File: config.mk
export PLATFORM = sky130hd
export DESIGN_NAME = mem_port_arbiter_flat
export DESIGN_NICKNAME = d
export VERILOG_FILES = /design/src/rtl/mem_arb_pkg.sv /design/src/rtl/mem_port_arbiter_if.sv /design/src/rtl/mem_lat_counter.sv /design/src/rtl/mem_port_arbiter.sv /design/src/flat_wrapper.sv
export SDC_FILE = /design/constraint.sdc
export NUM_CORES = 1
export LEC_CHECK = 0
export ABC_AREA = 1
export CORE_ASPECT_RATIO = 2
export CORE_UTILIZATION = 40
export CTS_BUF_LIST = sky130_fd_sc_hd__clkbuf_4 sky130_fd_sc_hd__clkbuf_8
export DETAILED_ROUTE_END_ITERATION = 8
export PLACE_DENSITY = 0.75
export SETUP_SLACK_MARGIN = 0.02
export SYNTH_ARGS = -nofsm -noshare
export SYNTH_HDL_FRONTEND = slang
export SYNTH_SLANG_ARGS = --single-unit
File: constraint.sdc
create_clock -name clk -period 4.15 [get_ports clk]
set_input_delay 0.83 -clock clk [delete_from_list [all_inputs] [get_ports clk]]
set_output_delay 0.83 -clock clk [all_outputs]
set_load 0.05 [all_outputs]
File: src/rtl/mem_arb_pkg.sv
// rtl/mem_arb_pkg.sv - shared types and constants for the memory port arbiter
//
// Purpose: state and owner encodings, latency range constants and the helper
// that turns a configured latency into the WAIT down-counter load value.
// Ports: none (package).

package mem_arb_pkg;

  // Arbiter sequencing states; encoding is fixed so traces read the same
  // across every instance.
  typedef enum logic [1:0] {
    IDLE  = 2'd0,
    ISSUE = 2'd1,
    WAIT  = 2'd2,
    DONE  = 2'd3
  } arbState_e;

  // Which requester owns the access currently in flight.
  typedef enum logic {
    OWNER_IF   = 1'b0,
    OWNER_DATA = 1'b1
  } owner_e;

  localparam int LAT_MIN   = 1;
  localparam int LAT_MAX   = 15;
  localparam int CNT_WIDTH = 4;

  // WAIT lasts exactly `lat` cycles, so the counter starts at lat-1 and the
  // read data is captured in the cycle it shows zero. Out-of-range latencies
  // are clamped so the 4-bit counter can never wrap.
  function automatic logic [CNT_WIDTH-1:0] latLoadValue(input int lat);
    int clamped;
    if (lat < LAT_MIN) begin
      clamped = LAT_MIN;
    end else if (lat > LAT_MAX) begin
      clamped = LAT_MAX;
    end else begin
      clamped = lat;
    end
    return CNT_WIDTH'(clamped - 1);
  endfunction

endpackage

File: src/rtl/mem_port_arbiter_if.sv
// rtl/mem_port_arbiter_if.sv - bus bundle between pipeline, arbiter and RAM
//
// Purpose: groups the fetch port, the data port and the RAM port of the
// memory port arbiter into one interface.
// Modports:
//   slave  - the arbiter: takes requests and ram_rdata, drives done/rdata,
//            stalls and the RAM strobe/address/write data.
//   master - the pipeline and RAM side: the mirror image of slave.
// Signals:
//   if_req/if_addr/if_cancel -> if_done/if_rdata/stall_if     (fetch port)
//   mem_read/mem_write/mem_addr/mem_wdata
//                            -> mem_done/mem_rdata/stall_mem (data port)
//   ram_en/ram_we/ram_addr/ram_wdata <- ram_rdata             (RAM port)

interface mem_port_arbiter_if #(
  parameter int ADDR_WIDTH = 8,
  parameter int DATA_WIDTH = 8
);

  logic                  if_req;
  logic [ADDR_WIDTH-1:0] if_addr;
  logic                  if_cancel;
  logic                  if_done;
  logic [DATA_WIDTH-1:0] if_rdata;
  logic                  stall_if;

  logic                  mem_read;
  logic                  mem_write;
  logic [ADDR_WIDTH-1:0] mem_addr;
  logic [DATA_WIDTH-1:0] mem_wdata;
  logic                  mem_done;
  logic [DATA_WIDTH-1:0] mem_rdata;
  logic                  stall_mem;

  logic                  ram_en;
  logic                  ram_we;
  logic [ADDR_WIDTH-1:0] ram_addr;
  logic [DATA_WIDTH-1:0] ram_wdata;
  logic [DATA_WIDTH-1:0] ram_rdata;

  modport slave (
    input  if_req, if_addr, if_cancel,
    output if_done, if_rdata, stall_if,
    input  mem_read, mem_write, mem_addr, mem_wdata,
    output mem_done, mem_rdata, stall_mem,
    output ram_en, ram_we, ram_addr, ram_wdata,
    input  ram_rdata
  );

  modport master (
    output if_req, if_addr, if_cancel,
    input  if_done, if_rdata, stall_if,
    output mem_read, mem_write, mem_addr, mem_wdata,
    input  mem_done, mem_rdata, stall_mem,
    input  ram_en, ram_we, ram_addr, ram_wdata,
    output ram_rdata
  );

endinterface

File: src/rtl/mem_lat_counter.sv
// rtl/mem_lat_counter.sv - loadable 4-bit down-counter with zero flag
//
// Purpose: times the RAM read latency for the arbiter's WAIT state.
// Ports:
//   clk, reset    - clock, asynchronous active-high reset (count -> 0)
//   load          - load loadValue this cycle (wins over dec)
//   loadValue     - value to load
//   dec           - decrement by one; saturates at zero
//   count         - current count
//   zero          - count == 0

module mem_lat_counter
  import mem_arb_pkg::*;
(
  input  logic                 clk,
  input  logic                 reset,
  input  logic                 load,
  input  logic [CNT_WIDTH-1:0] loadValue,
  input  logic                 dec,
  output logic [CNT_WIDTH-1:0] count,
  output logic                 zero
);

  always_ff @(posedge clk or posedge reset) begin
    if (reset) begin
      count <= '0;
    end else if (load) begin
      count <= loadValue;
    end else if (dec && (count != '0)) begin
      count <= count - 1'b1;
    end
  end

  assign zero = (count == '0);

endmodule

File: src/rtl/mem_port_arbiter.sv
// rtl/mem_port_arbiter.sv - IF/MEM arbiter for a shared single-port RAM
//
// Purpose: serialises instruction fetches and loads/stores onto one
// fixed-latency RAM. MEM wins arbitration (older instruction). Each access
// runs IDLE -> ISSUE -> WAIT (MEM_LATENCY cycles) -> DONE -> IDLE, giving a
// request-to-done latency of MEM_LATENCY+2 cycles.
// Parameters: ADDR_WIDTH, DATA_WIDTH, MEM_LATENCY (1..15).
// Ports:
//   clk    - system clock, rising edge
//   reset  - asynchronous active-high reset; abandons any access in flight
//   bus    - mem_port_arbiter_if.slave: fetch port, data port, RAM port,
//            done pulses, held read data and stall requests

module mem_port_arbiter
  import mem_arb_pkg::*;
#(
  parameter int ADDR_WIDTH  = 8,
  parameter int DATA_WIDTH  = 8,
  parameter int MEM_LATENCY = 2
) (
  input  logic              clk,
  input  logic              reset,
  mem_port_arbiter_if.slave bus
);

  localparam logic [CNT_WIDTH-1:0] LAT_LOAD = latLoadValue(MEM_LATENCY);

  arbState_e state;
  arbState_e stateNext;
  owner_e    owner;
  logic      accWrite;
  logic      discard;

  logic                  ramEnQ;
  logic                  ramWeQ;
  logic [ADDR_WIDTH-1:0] ramAddrQ;
  logic [DATA_WIDTH-1:0] ramWdataQ;
  logic [DATA_WIDTH-1:0] ifRdataQ;
  logic [DATA_WIDTH-1:0] memRdataQ;

  logic                 dataReq;
  logic                 anyReq;
  logic                 grant;
  logic                 capture;
  logic                 cntLoad;
  logic                 cntDec;
  logic                 cntZero;
  logic [CNT_WIDTH-1:0] cntValue;
  logic                 ifDone;
  logic                 memDone;

  // A simultaneous read+write is treated as a write (mem_write decides).
  assign dataReq = bus.mem_read | bus.mem_write;
  assign anyReq  = dataReq | bus.if_req;
  assign grant   = (state == IDLE) && anyReq;
  // ram_rdata is valid in the last WAIT cycle, when the counter shows zero.
  assign capture = (state == WAIT) && cntZero;

  mem_lat_counter uLatCounter (
    .clk       (clk),
    .reset     (reset),
    .load      (cntLoad),
    .loadValue (LAT_LOAD),
    .dec       (cntDec),
    .count     (cntValue),
    .zero      (cntZero)
  );

  always_ff @(posedge clk or posedge reset) begin
    if (reset) begin
      state <= IDLE;
    end else begin
      state <= stateNext;
    end
  end

  always_comb begin
    stateNext = state;
    cntLoad   = 1'b0;
    cntDec    = 1'b0;
    ifDone    = 1'b0;
    memDone   = 1'b0;
    case (state)
      IDLE: begin
        if (anyReq) begin
          stateNext = ISSUE;
        end
      end
      ISSUE: begin
        cntLoad   = 1'b1;
        stateNext = WAIT;
      end
      WAIT: begin
        if (cntZero) begin
          stateNext = DONE;
        end else begin
          cntDec = 1'b1;
        end
      end
      DONE: begin
        // Requests are not sampled here, so a requester still holding its
        // request during its own done cycle is not served twice.
        memDone   = (owner == OWNER_DATA);
        ifDone    = (owner == OWNER_IF) && !discard && !bus.if_cancel;
        stateNext = IDLE;
      end
      default: stateNext = IDLE;
    endcase
  end

  // Access registers: owner, RAM strobe/address/data and returned data.
  always_ff @(posedge clk or posedge reset) begin
    if (reset) begin
      owner     <= OWNER_IF;
      accWrite  <= 1'b0;
      ramEnQ    <= 1'b0;
      ramWeQ    <= 1'b0;
      ramAddrQ  <= '0;
      ramWdataQ <= '0;
      ifRdataQ  <= '0;
      memRdataQ <= '0;
    end else begin
      // ram_en/ram_we are high only for the single ISSUE cycle.
      ramEnQ <= grant;
      ramWeQ <= grant && dataReq && bus.mem_write;
      if (grant) begin
        if (dataReq) begin
          owner     <= OWNER_DATA;
          accWrite  <= bus.mem_write;
          ramAddrQ  <= bus.mem_addr;
          ramWdataQ <= bus.mem_wdata;
        end else begin
          // Fetches leave ram_wdata at its last value.
          owner    <= OWNER_IF;
          accWrite <= 1'b0;
          ramAddrQ <= bus.if_addr;
        end
      end
      if (capture) begin
        if ((owner == OWNER_DATA) && !accWrite) begin
          memRdataQ <= bus.ram_rdata;
        end
        if ((owner == OWNER_IF) && !discard && !bus.if_cancel) begin
          ifRdataQ <= bus.ram_rdata;
        end
      end
    end
  end

  // A branch redirect during an in-flight fetch poisons that fetch; the
  // sequence still runs to completion so the RAM timing is undisturbed.
  always_ff @(posedge clk or posedge reset) begin
    if (reset) begin
      discard <= 1'b0;
    end else if (state == DONE) begin
      discard <= 1'b0;
    end else if (bus.if_cancel && (owner == OWNER_IF) &&
                 ((state == ISSUE) || (state == WAIT))) begin
      discard <= 1'b1;
    end
  end

  assign bus.ram_en    = ramEnQ;
  assign bus.ram_we    = ramWeQ;
  assign bus.ram_addr  = ramAddrQ;
  assign bus.ram_wdata = ramWdataQ;
  assign bus.if_rdata  = ifRdataQ;
  assign bus.mem_rdata = memRdataQ;
  assign bus.if_done   = ifDone;
  assign bus.mem_done  = memDone;

  // stall_mem also freezes every earlier stage, so it folds into stall_if.
  assign bus.stall_mem = dataReq && !memDone;
  assign bus.stall_if  = (bus.if_req && !ifDone) || bus.stall_mem;

endmodule

File: src/flat_wrapper.sv
// flat-port wrapper written by rule: the top's interface ports become plain ports
module mem_port_arbiter_flat import mem_arb_pkg::*;
#(
  parameter int ADDR_WIDTH  = 8,
  parameter int DATA_WIDTH  = 8,
  parameter int MEM_LATENCY = 2
)
  (clk, reset, bus_if_req, bus_if_addr, bus_if_cancel, bus_if_done, bus_if_rdata, bus_stall_if, bus_mem_read, bus_mem_write, bus_mem_addr, bus_mem_wdata, bus_mem_done, bus_mem_rdata, bus_stall_mem, bus_ram_en, bus_ram_we, bus_ram_addr, bus_ram_wdata, bus_ram_rdata);
  mem_port_arbiter_if #(.ADDR_WIDTH(ADDR_WIDTH), .DATA_WIDTH(DATA_WIDTH)) bus_i ();
  input  logic clk;
  input  logic reset;
  input wire logic [$bits(bus_i.if_req)-1:0] bus_if_req;
  input wire logic [$bits(bus_i.if_addr)-1:0] bus_if_addr;
  input wire logic [$bits(bus_i.if_cancel)-1:0] bus_if_cancel;
  output wire logic [$bits(bus_i.if_done)-1:0] bus_if_done;
  output wire logic [$bits(bus_i.if_rdata)-1:0] bus_if_rdata;
  output wire logic [$bits(bus_i.stall_if)-1:0] bus_stall_if;
  input wire logic [$bits(bus_i.mem_read)-1:0] bus_mem_read;
  input wire logic [$bits(bus_i.mem_write)-1:0] bus_mem_write;
  input wire logic [$bits(bus_i.mem_addr)-1:0] bus_mem_addr;
  input wire logic [$bits(bus_i.mem_wdata)-1:0] bus_mem_wdata;
  output wire logic [$bits(bus_i.mem_done)-1:0] bus_mem_done;
  output wire logic [$bits(bus_i.mem_rdata)-1:0] bus_mem_rdata;
  output wire logic [$bits(bus_i.stall_mem)-1:0] bus_stall_mem;
  output wire logic [$bits(bus_i.ram_en)-1:0] bus_ram_en;
  output wire logic [$bits(bus_i.ram_we)-1:0] bus_ram_we;
  output wire logic [$bits(bus_i.ram_addr)-1:0] bus_ram_addr;
  output wire logic [$bits(bus_i.ram_wdata)-1:0] bus_ram_wdata;
  input wire logic [$bits(bus_i.ram_rdata)-1:0] bus_ram_rdata;
  assign bus_i.if_req = bus_if_req;
  assign bus_i.if_addr = bus_if_addr;
  assign bus_i.if_cancel = bus_if_cancel;
  assign bus_if_done = bus_i.if_done;
  assign bus_if_rdata = bus_i.if_rdata;
  assign bus_stall_if = bus_i.stall_if;
  assign bus_i.mem_read = bus_mem_read;
  assign bus_i.mem_write = bus_mem_write;
  assign bus_i.mem_addr = bus_mem_addr;
  assign bus_i.mem_wdata = bus_mem_wdata;
  assign bus_mem_done = bus_i.mem_done;
  assign bus_mem_rdata = bus_i.mem_rdata;
  assign bus_stall_mem = bus_i.stall_mem;
  assign bus_ram_en = bus_i.ram_en;
  assign bus_ram_we = bus_i.ram_we;
  assign bus_ram_addr = bus_i.ram_addr;
  assign bus_ram_wdata = bus_i.ram_wdata;
  assign bus_i.ram_rdata = bus_ram_rdata;
  mem_port_arbiter #(.ADDR_WIDTH(ADDR_WIDTH), .DATA_WIDTH(DATA_WIDTH), .MEM_LATENCY(MEM_LATENCY)) u_core (.clk(clk), .reset(reset), .bus(bus_i));
endmodule
# Word-level counts from Yosys, hierarchy flattened
# Index checks and enable logic that the tools add are counted.
# op_classes
n_reduce_logical	28
add_sub_neg	1
bitwise	3
muxes	15
n_eq_ne	5
# op_table
operator	n
logical AND 1 bit	12
two-way mux 1 bit	9
two-way mux 4 bit	2
two-way mux 8 bit	1
one-hot mux 2 bit (4 select lines)	1
AND reduction 2 bit	4
logical NOT 1 bit	5
equality test 2 bit, second input constant	2
logical NOT 4 bit	1
two-way mux 2 bit	2
inequality test 2 x 1 -> 1 bit, second input constant	2
nonzero test 2 bit	2
nonzero test 4 bit	1
subtractor 4 x 1 -> 4 bit, second input constant	1
equality test 2 x 1 -> 1 bit, second input constant	1
logical NOT 2 bit	1
logical OR 1 bit	2
bitwise OR 1 bit	2
NOT 1 bit	1
# word_totals
output_inout_bits	38
elab_cells	63
regBits	43

# Depth between registers and ports, before layout
# Gate-level depths: netlist of run 1.
# depth
ltp_word	7
depth_mapped	7
mapped_depth_nobuf	7

# Hierarchy
# From an unflattened synthesis of run 1, not the netlist that was laid out.
# unflattened
cells_unflattened	256
area_unflattened_um2	2127.0
# modules_own_cells
mod	area_each_um2	seq_area_each_um2	instances	cells_per_inst
mem_port_arbiter	1828.0	975.9	1	209
mem_lat_counter	299.0	100.1	1	47

# Least setup slack after synthesis of run 1
# Ideal clock, no wire load.
# synth_timing
path_kind	input port to output port
start	input bus_if_cancel
end	output bus_stall_if
n_path_buf	0
setup_slack_ps	963
t_arrival_ps	2357
path_stages	4
cell_sequence	nor2_1 > nand2_1 > nor2_1 > o22ai_1
# synth_between
elab_chain_len	6
# synth_lines
item	line	text
start: declaration	flat_wrapper.sv:14	input wire logic [$bits(bus_i.if_cancel)-1:0] bus_if_cancel;
logical NOT 1 bit	mem_port_arbiter.sv:104	ifDone = (owner == OWNER_IF) && !discard && !bus.if_cancel;
logical AND 1 bit	mem_port_arbiter.sv:104	
two-way mux 1 bit	mem_port_arbiter.sv:83	case (state)
named net bus_if_done	flat_wrapper.sv:15	output wire logic [$bits(bus_i.if_done)-1:0] bus_if_done;
logical NOT 1 bit	mem_port_arbiter.sv:174	assign bus.stall_if = (bus.if_req && !ifDone) || bus.stall_mem;
logical AND 1 bit	mem_port_arbiter.sv:174	
logical OR 1 bit	mem_port_arbiter.sv:174	
end: declaration	flat_wrapper.sv:17	output wire logic [$bits(bus_i.stall_if)-1:0] bus_stall_if;
# The timed path passes the listed nets, and every way through them passes these cells.

# Worst setup path in the final report of run 1
# layout_timing
start	input bus_if_cancel
end	output bus_stall_if
# layout_between
elab_chain_len	6
# layout_lines
item	line
logical NOT 1 bit	mem_port_arbiter.sv:104
logical AND 1 bit	mem_port_arbiter.sv:104
two-way mux 1 bit	mem_port_arbiter.sv:83
logical NOT 1 bit	mem_port_arbiter.sv:174
logical AND 1 bit	mem_port_arbiter.sv:174
logical OR 1 bit	mem_port_arbiter.sv:174
# Every way passes these cells.

==> out/results.ini, run 1 <==
[run_status]
outcome = completed

[detailed_routing]
drt-pass1-iter-count = 6
drt-met1-wl_um = 1680
drtAntennaViolNets = 0
vias = 1806
initialDrtViolationCount = 31
wl_per_cell_um = 12.7
finalWirelength_um = 4810
post-route-drc-count = 0
highest_layer = met4
wl_met3_um = 175
via_per_inst = 4.75
dr_wl_met2_um = 2770

[finish]
fill_cells = 451
layout-drive-gt1-share = 0.0619
final_area_um2 = 2940
fin_util = 0.599
syn2layout_area_growth_pct = 43.0
diodes = 0
layoutNonFillerInstCount = 380
nets = 368

[place]
place_inst = 372
routabilityCongestion = 0.817
place_area_um2 = 2850
dpl.hpwl_um = 3800
dpl_worst_slack_ns = 0.610
io_buffers = 75

[worst_setup_path]
worstSetupPathType = in2out
r2r_start = u_core.state[1]$_DFFE_PP0P_
crit_arrival_ns = 2.73
reg2regPathDepth = 4
regToRegEndpoint = u_core.bus.ram_addr[5]$_DFFE_PP0N_
end_kind = output pin
critical_path.max_fanout = 10
required_ns = 3.32
crit_path_start_kind = input port
r2r_setup_slack_ns = 2.29

[synth]
seq_area_frac_synth = 0.523
syn_nets = 289
ys_ff_latch = 43
synth_area_um2 = 2060
ys_warn_count = 0
synth_top_area_cell = dfrtp_1
synth_cells = 243
yosys-top-cells-area = dfrtp_1 (52%), nand2_1 (18%), nand3_1 (5.6%), ha_1 (4.9%), inv_1 (4.4%)
synth_cell_types = 22
synth.avg_cell_area_um2 = 8.46
synth_top_area_frac = 0.523

[clock_network]
clk-insertion-delay-late_ns = 0.29
root_buffer = clkbuf_8
holdBufCountCts = 0
post_cts_buffers = 0
clk_pin_slew_ns = 0.08
clk_path_buf_depth = 2
htreeDepth = 2
ctsResizeCount = 0
tritoncts = built
clkSinkCount = 43
cts_made_buffers = 5

[global_route]
grt_start_max_net_pins = 44
grt.total_usage = 0.203
grt_antenna_before_repair = 0
grt_pass1_vias = 1822
grt_overflow = 0
grt_pass1_wl_um = 8170

[floorplan]
core_um2 = 4910
dieArea_um2 = 5450
die_h_um = 103
rows = 36
io_pins = 76
start_util = 0.419
die_w_um = 52.7

[sta]
fin_worst_skew_ns = 0.00639
rsz0062_at_grt = false
timing.slew.headroom = 0.648
fmax_ghz = 0.281
report.final.setup_viol = 0
fin_ws_ns = 0.590
finalCritPeriodShare = 0.858
setup_tns_ns = 0
tightest_slew_ns = 0.529
post-route-min-period_ns = 3.56
hold_violations = 0
finalMaxSlewViolations = 0

[pwr]
powerDensity_nw_per_um2 = 807
seq_power_share = 0.303
power_leakage_nw = 1.46
p_sw_mw = 1.19
clkPwrFrac = 0.110
combPwrFrac = 0.587
irDropWorstVdd_v = 0.000421
p_int_mw = 1.18
netSwitchingFraction = 0.503

[job]
maxCapViolCount = 0

[hold_path]
min_to = u_core.bus.mem_rdata[0]$_DFFE_PP0P_
hold_path.class = reg2reg
min_path_cells = 2
hold_start = u_core.bus.mem_rdata[0]$_DFFE_PP0P_

synth_stat cells:
master	n
buf_6	2
nand4_1	1
nand2_4	2
ha_1	8
a21oi_1	2
a21oi_2	1
inv_1	24
a21boi_4	1
o21ai_1	4
nand2_1	99
o22ai_1	1
nor2_1	8
buf_4	1
nand3_4	1
dfrtp_1	43
nand3_1	23
o21ai_0	15
inv_6	1
nor2_2	1
nor2_4	3
buf_2	1
inv_2	1
cells by family after synthesis:
| group | count (synthesis) | synth area share |
|---|---|---|
| AOI/OAI and AO/OA | 24 | 0.0676 |
| adders and majority gates | 8 | 0.0487 |
| buffers and inverters | 30 | 0.0669 |
| DFF | 43 | 0.523 |
| and+or+nand+nor | 138 | 0.293 |
how the worst max path moves through the flow:
| stage | startpoint | endpoint | slack, ns |
|---|---|---|---|
| 2_1_floorplan | bus_if_cancel | bus_stall_if | 0.96 |
| 3_3_place_gp | bus_if_cancel | bus_stall_if | 0.66 |
| 3_5_place_dp | bus_if_cancel | bus_stall_if | 0.61 |
| 4_1_cts | bus_if_cancel | bus_stall_if | 0.60 |
| 5_1_grt | bus_if_cancel | bus_stall_if | 0.52 |
| 6_report | bus_if_cancel | bus_stall_if | 0.59 |
final cells by class:
class	instances	area [um^2]	share of cell area
tap	57	71.3	0.0243
clock buffer	6	76.3	0.0260
clock inverter	2	12.5	0.00426
timing repair buffer	76	758	0.258
multi-input combinational	170	842	0.287
sequential	43	1080	0.366
inverter	26	103	0.0349
flip-flops by register name (all words and copies together), names as in the netlist:
name                      flops
u_core.accWrite               1
u_core.bus.ram_wdata          8
u_core.state                  2
u_core.bus.ram_we             1
u_core.bus.ram_en             1
u_core.uLatCounter.count      4
u_core.bus.mem_rdata          8
u_core.bus.ram_addr           8
u_core.owner                  1
u_core.discard                1
u_core.bus.if_rdata           8
cell usage in the layout (no fill, tap or decap), types with 2 or more instances in the layout:
cell,count
a21oi_1,2
clkbuf_8,5
nand3_1,23
clkdlybuf4s50_1,75
inv_1,23
o21ai_0,15
nor2_4,3
nor2_1,8
dfrtp_1,43
o21ai_1,4
nand2_1,99
ha_1,8
nand2_4,2
through the flow:
step	hold slack, ns	total power, mW
after detailed placement	0.458	2.13
after CTS	0.479	2.39
after global routing	0.491	2.54
after floorplan	0.465	1.67
final	0.474	2.37
after global placement	0.453	2.10
power groups by stage:
stage          clock network [mW]  registers (mW)  logic [mW]
2_1_floorplan                   0            1.21       0.466
3_3_place_gp                    0           0.720        1.38
5_1_grt                     0.287           0.744        1.50
4_1_cts                     0.269           0.720        1.41
3_5_place_dp                    0           0.727        1.40
6_report                    0.260           0.717        1.39
layer usage:
layer,track usage,vias to the layer above
met5,0,-
met2,0.388,53
met3,0.0336,14
li1,-,917
met4,0.101,0
met1,0.200,822
critical path: stages:
cell             delay [ns]
clkdlybuf4s50_1        0.48
nor2_1                 0.05
nand2_1                0.25
nor2_1                 0.12
o22ai_1                0.16
clkdlybuf4s50_1        0.83
No activity file was read; power rests on OpenSTA's default activity.
==> run 2, diff against run 1 <==
--- a/config.mk
+++ b/config.mk
@@ -10,6 +10,7 @@
 export CORE_UTILIZATION = 40
 export CTS_BUF_LIST = sky130_fd_sc_hd__clkbuf_4 sky130_fd_sc_hd__clkbuf_8
 export DETAILED_ROUTE_END_ITERATION = 8
+export GPL_ROUTABILITY_DRIVEN = 1
 export PLACE_DENSITY = 0.75
 export SETUP_SLACK_MARGIN = 0.02
 export SYNTH_ARGS = -nofsm -noshare
==> results of run 2 <==
The final DEF is identical to that of run 1; final timing and power are the same.
==> run 3, diff against run 2 <==
--- a/config.mk
+++ b/config.mk
@@ -7,11 +7,11 @@
 export LEC_CHECK = 0
 export ABC_AREA = 1
 export CORE_ASPECT_RATIO = 2
-export CORE_UTILIZATION = 40
+export CORE_UTILIZATION = 46
 export CTS_BUF_LIST = sky130_fd_sc_hd__clkbuf_4 sky130_fd_sc_hd__clkbuf_8
 export DETAILED_ROUTE_END_ITERATION = 8
 export GPL_ROUTABILITY_DRIVEN = 1
-export PLACE_DENSITY = 0.75
+export PLACE_DENSITY = 0.85
 export SETUP_SLACK_MARGIN = 0.02
 export SYNTH_ARGS = -nofsm -noshare
 export SYNTH_HDL_FRONTEND = slang
==> constraint.sdc (replaced) <==
create_clock -name clk -period 4 [get_ports clk]
set_input_delay 0.8 -clock clk [delete_from_list [all_inputs] [get_ports clk]]
set_output_delay 0.8 -clock clk [all_outputs]
set_load 0.05 [all_outputs]
==> run 3 against run 2 <==
Power up 9.8%. Critical endpoint unchanged. Sequential share of layout area shrank 0.54 points. Largest power group unchanged. Final cell count decreased by 0.79%.
==> out/results.ini, run 3 (synthesis gave the netlist of run 1 again) <==
[finish]
diodes = 0
syn2layout_area_growth_pct = 45.1
final_common_cell = nand2_1
layoutNonFillerInstCount = 377
nets = 368
layout-drive-gt1-share = 0.0619
final_area_um2 = 2980
final_cell_mix = nand2_1 (99), clkdlybuf4s50_1 (75), dfrtp_1 (43)
fill_cells = 347

[floorplan]
die_w_um = 49.3
io_pins = 76
dieArea_um2 = 4760
rows = 34
core_um2 = 4300
die_h_um = 96.5
start_util = 0.478

[pwr]
p_int_mw = 1.34
power_leakage_nw = 1.48
powerDensity_nw_per_um2 = 872
clkPwrFrac = 0.155
p_sw_mw = 1.26
netSwitchingFraction = 0.483
seq_power_share = 0.285
combPwrFrac = 0.560
irDropWorstVdd_v = 0.000634

[worst_setup_path]
critical_path.max_fanout = 10
r2r_setup_slack_ns = 2.09
critPathSlowestCell = clkdlybuf4s50_1
crit_arrival_ns = 2.68
required_ns = 3.20
regToRegEndpoint = u_core.bus.ram_addr[1]$_DFFE_PP0N_
reg2regPathDepth = 5
critPathBufInv = 2
slowest_delay_ns = 0.82
crit_path_start_kind = input port
crit_path_cell_trace = clkdlybuf4s50_1, nor2_1, nand2_1, nor2_1, o22ai_1, clkdlybuf4s50_1
end_kind = output pin
worstSetupPathType = in2out
crit_family = buffers and inverters
r2r_start = u_core.state[1]$_DFFE_PP0P_

[clock_network]
htreeDepth = 2
cts_made_buffers = 5
holdBufCountCts = 0
root_buffer = clkbuf_8
clk_path_buf_depth = 2
clk-insertion-delay-late_ns = 0.30
clk_pin_slew_ns = 0.08
clkSinkCount = 43
ctsResizeCount = 0
post_cts_buffers = 0
tritoncts = built

[sta]
fmax_ghz = 0.288
post-route-min-period_ns = 3.48
report.final.setup_viol = 0
finalMaxSlewViolations = 0
hold-worst-slack_ns = 0.473
timing.slew.headroom = 0.632
fin_worst_skew_ns = 0.00697
finalCritPeriodShare = 0.869
tightest_slew_ns = 0.551
rsz0062_at_grt = false
setup_tns_ns = 0
hold_violations = 0

[detailed_routing]
initialDrtViolationCount = 44
via_per_inst = 4.88
drtAntennaViolNets = 0
wl_per_cell_um = 12.9
finalWirelength_um = 4850
vias = 1840
post-route-drc-count = 0
drt-pass1-iter-count = 4

[place]
place_area_um2 = 2850
io_buffers = 75
dpl.hpwl_um = 3550
place_inst = 369
routabilityCongestion = 0.860

[hold_path]
min_path_cells = 2
min_to = u_core.bus.mem_rdata[1]$_DFFE_PP0P_
hold_path.class = reg2reg
hold_start = u_core.bus.mem_rdata[1]$_DFFE_PP0P_

[global_route]
grt_overflow = 0
grt_start_max_net_pins = 44
grt_antenna_before_repair = 0
grt_pass1_wl_um = 7760
grt.total_usage = 0.218
grt_pass1_vias = 1755

[job]
maxCapViolCount = 0

[run_status]
outcome = completed

[run 3: changes by cell type in the layout (fill, tap and decap cells not counted), sizes merged]
cell    previous run  this run
bufinv             0         2
clkbuf             6         5
clkinv             2         1
[run 3: power groups by stage]
stage / clock, mW / sequential (mW) / combinational [mW]
3_5_place_dp: 0 / 0.750 / 1.45
3_3_place_gp: 0 / 0.742 / 1.43
2_1_floorplan: 0 / 1.25 / 0.483
6_report: 0.402 / 0.742 / 1.46
4_1_cts: 0.404 / 0.743 / 1.47
5_1_grt: 0.427 / 0.767 / 1.56
[run 3: area by class of cell]
type	count	area, um^2	share of cell area
clock buffers	5	68.8	0.0231
clock inverters	3	67.6	0.0227
inverters	26	103	0.0344
multi-input cells	170	842	0.282
flip-flops and latches	43	1080	0.361
well taps	54	67.6	0.0227
repair buffers	76	758	0.254
[run 3: layer usage]
layer / global-route usage / vias to the layer above / part of all wire
met5: 0 / - / 0
met3: 0.0391 / 16 / 0.034
li1: - / 921 / -
met2: 0.402 / 52 / 0.56
met1: 0.221 / 851 / 0.37
met4: 0.137 / 0 / 0.038
[run 3: worst max-delay path by stage]
stage                              from  depth (start not counted)  slack (ns)           end
after floorplan           bus_if_cancel                          4        0.87  bus_stall_if
after global placement    bus_if_cancel                          6        0.59  bus_stall_if
after detailed placement  bus_if_cancel                          6        0.56  bus_stall_if
after CTS                 bus_if_cancel                          6        0.54  bus_stall_if
after global routing      bus_if_cancel                          5        0.41   bus_if_done
final                     bus_if_cancel                          6        0.52  bus_stall_if
[run 3: worst register-to-register path, cell delays in order (launching register included)]
cell and delay (ns):
dfrtp_1 0.44, inv_1 0.15, ha_1 0.50, a21boi_4 0.51, nand2_1 0.12, o21ai_0 0.11
[run 3: through the flow]
stage | util | setup WS, ns | total power, mW
2_1_floorplan | - | 0.873 | 1.74
3_3_place_gp | 0.662 | 0.594 | 2.17
3_5_place_dp | 0.662 | 0.559 | 2.20
4_1_cts | 0.694 | 0.535 | 2.62
5_1_grt | 0.694 | 0.411 | 2.75
6_report | 0.694 | 0.524 | 2.60
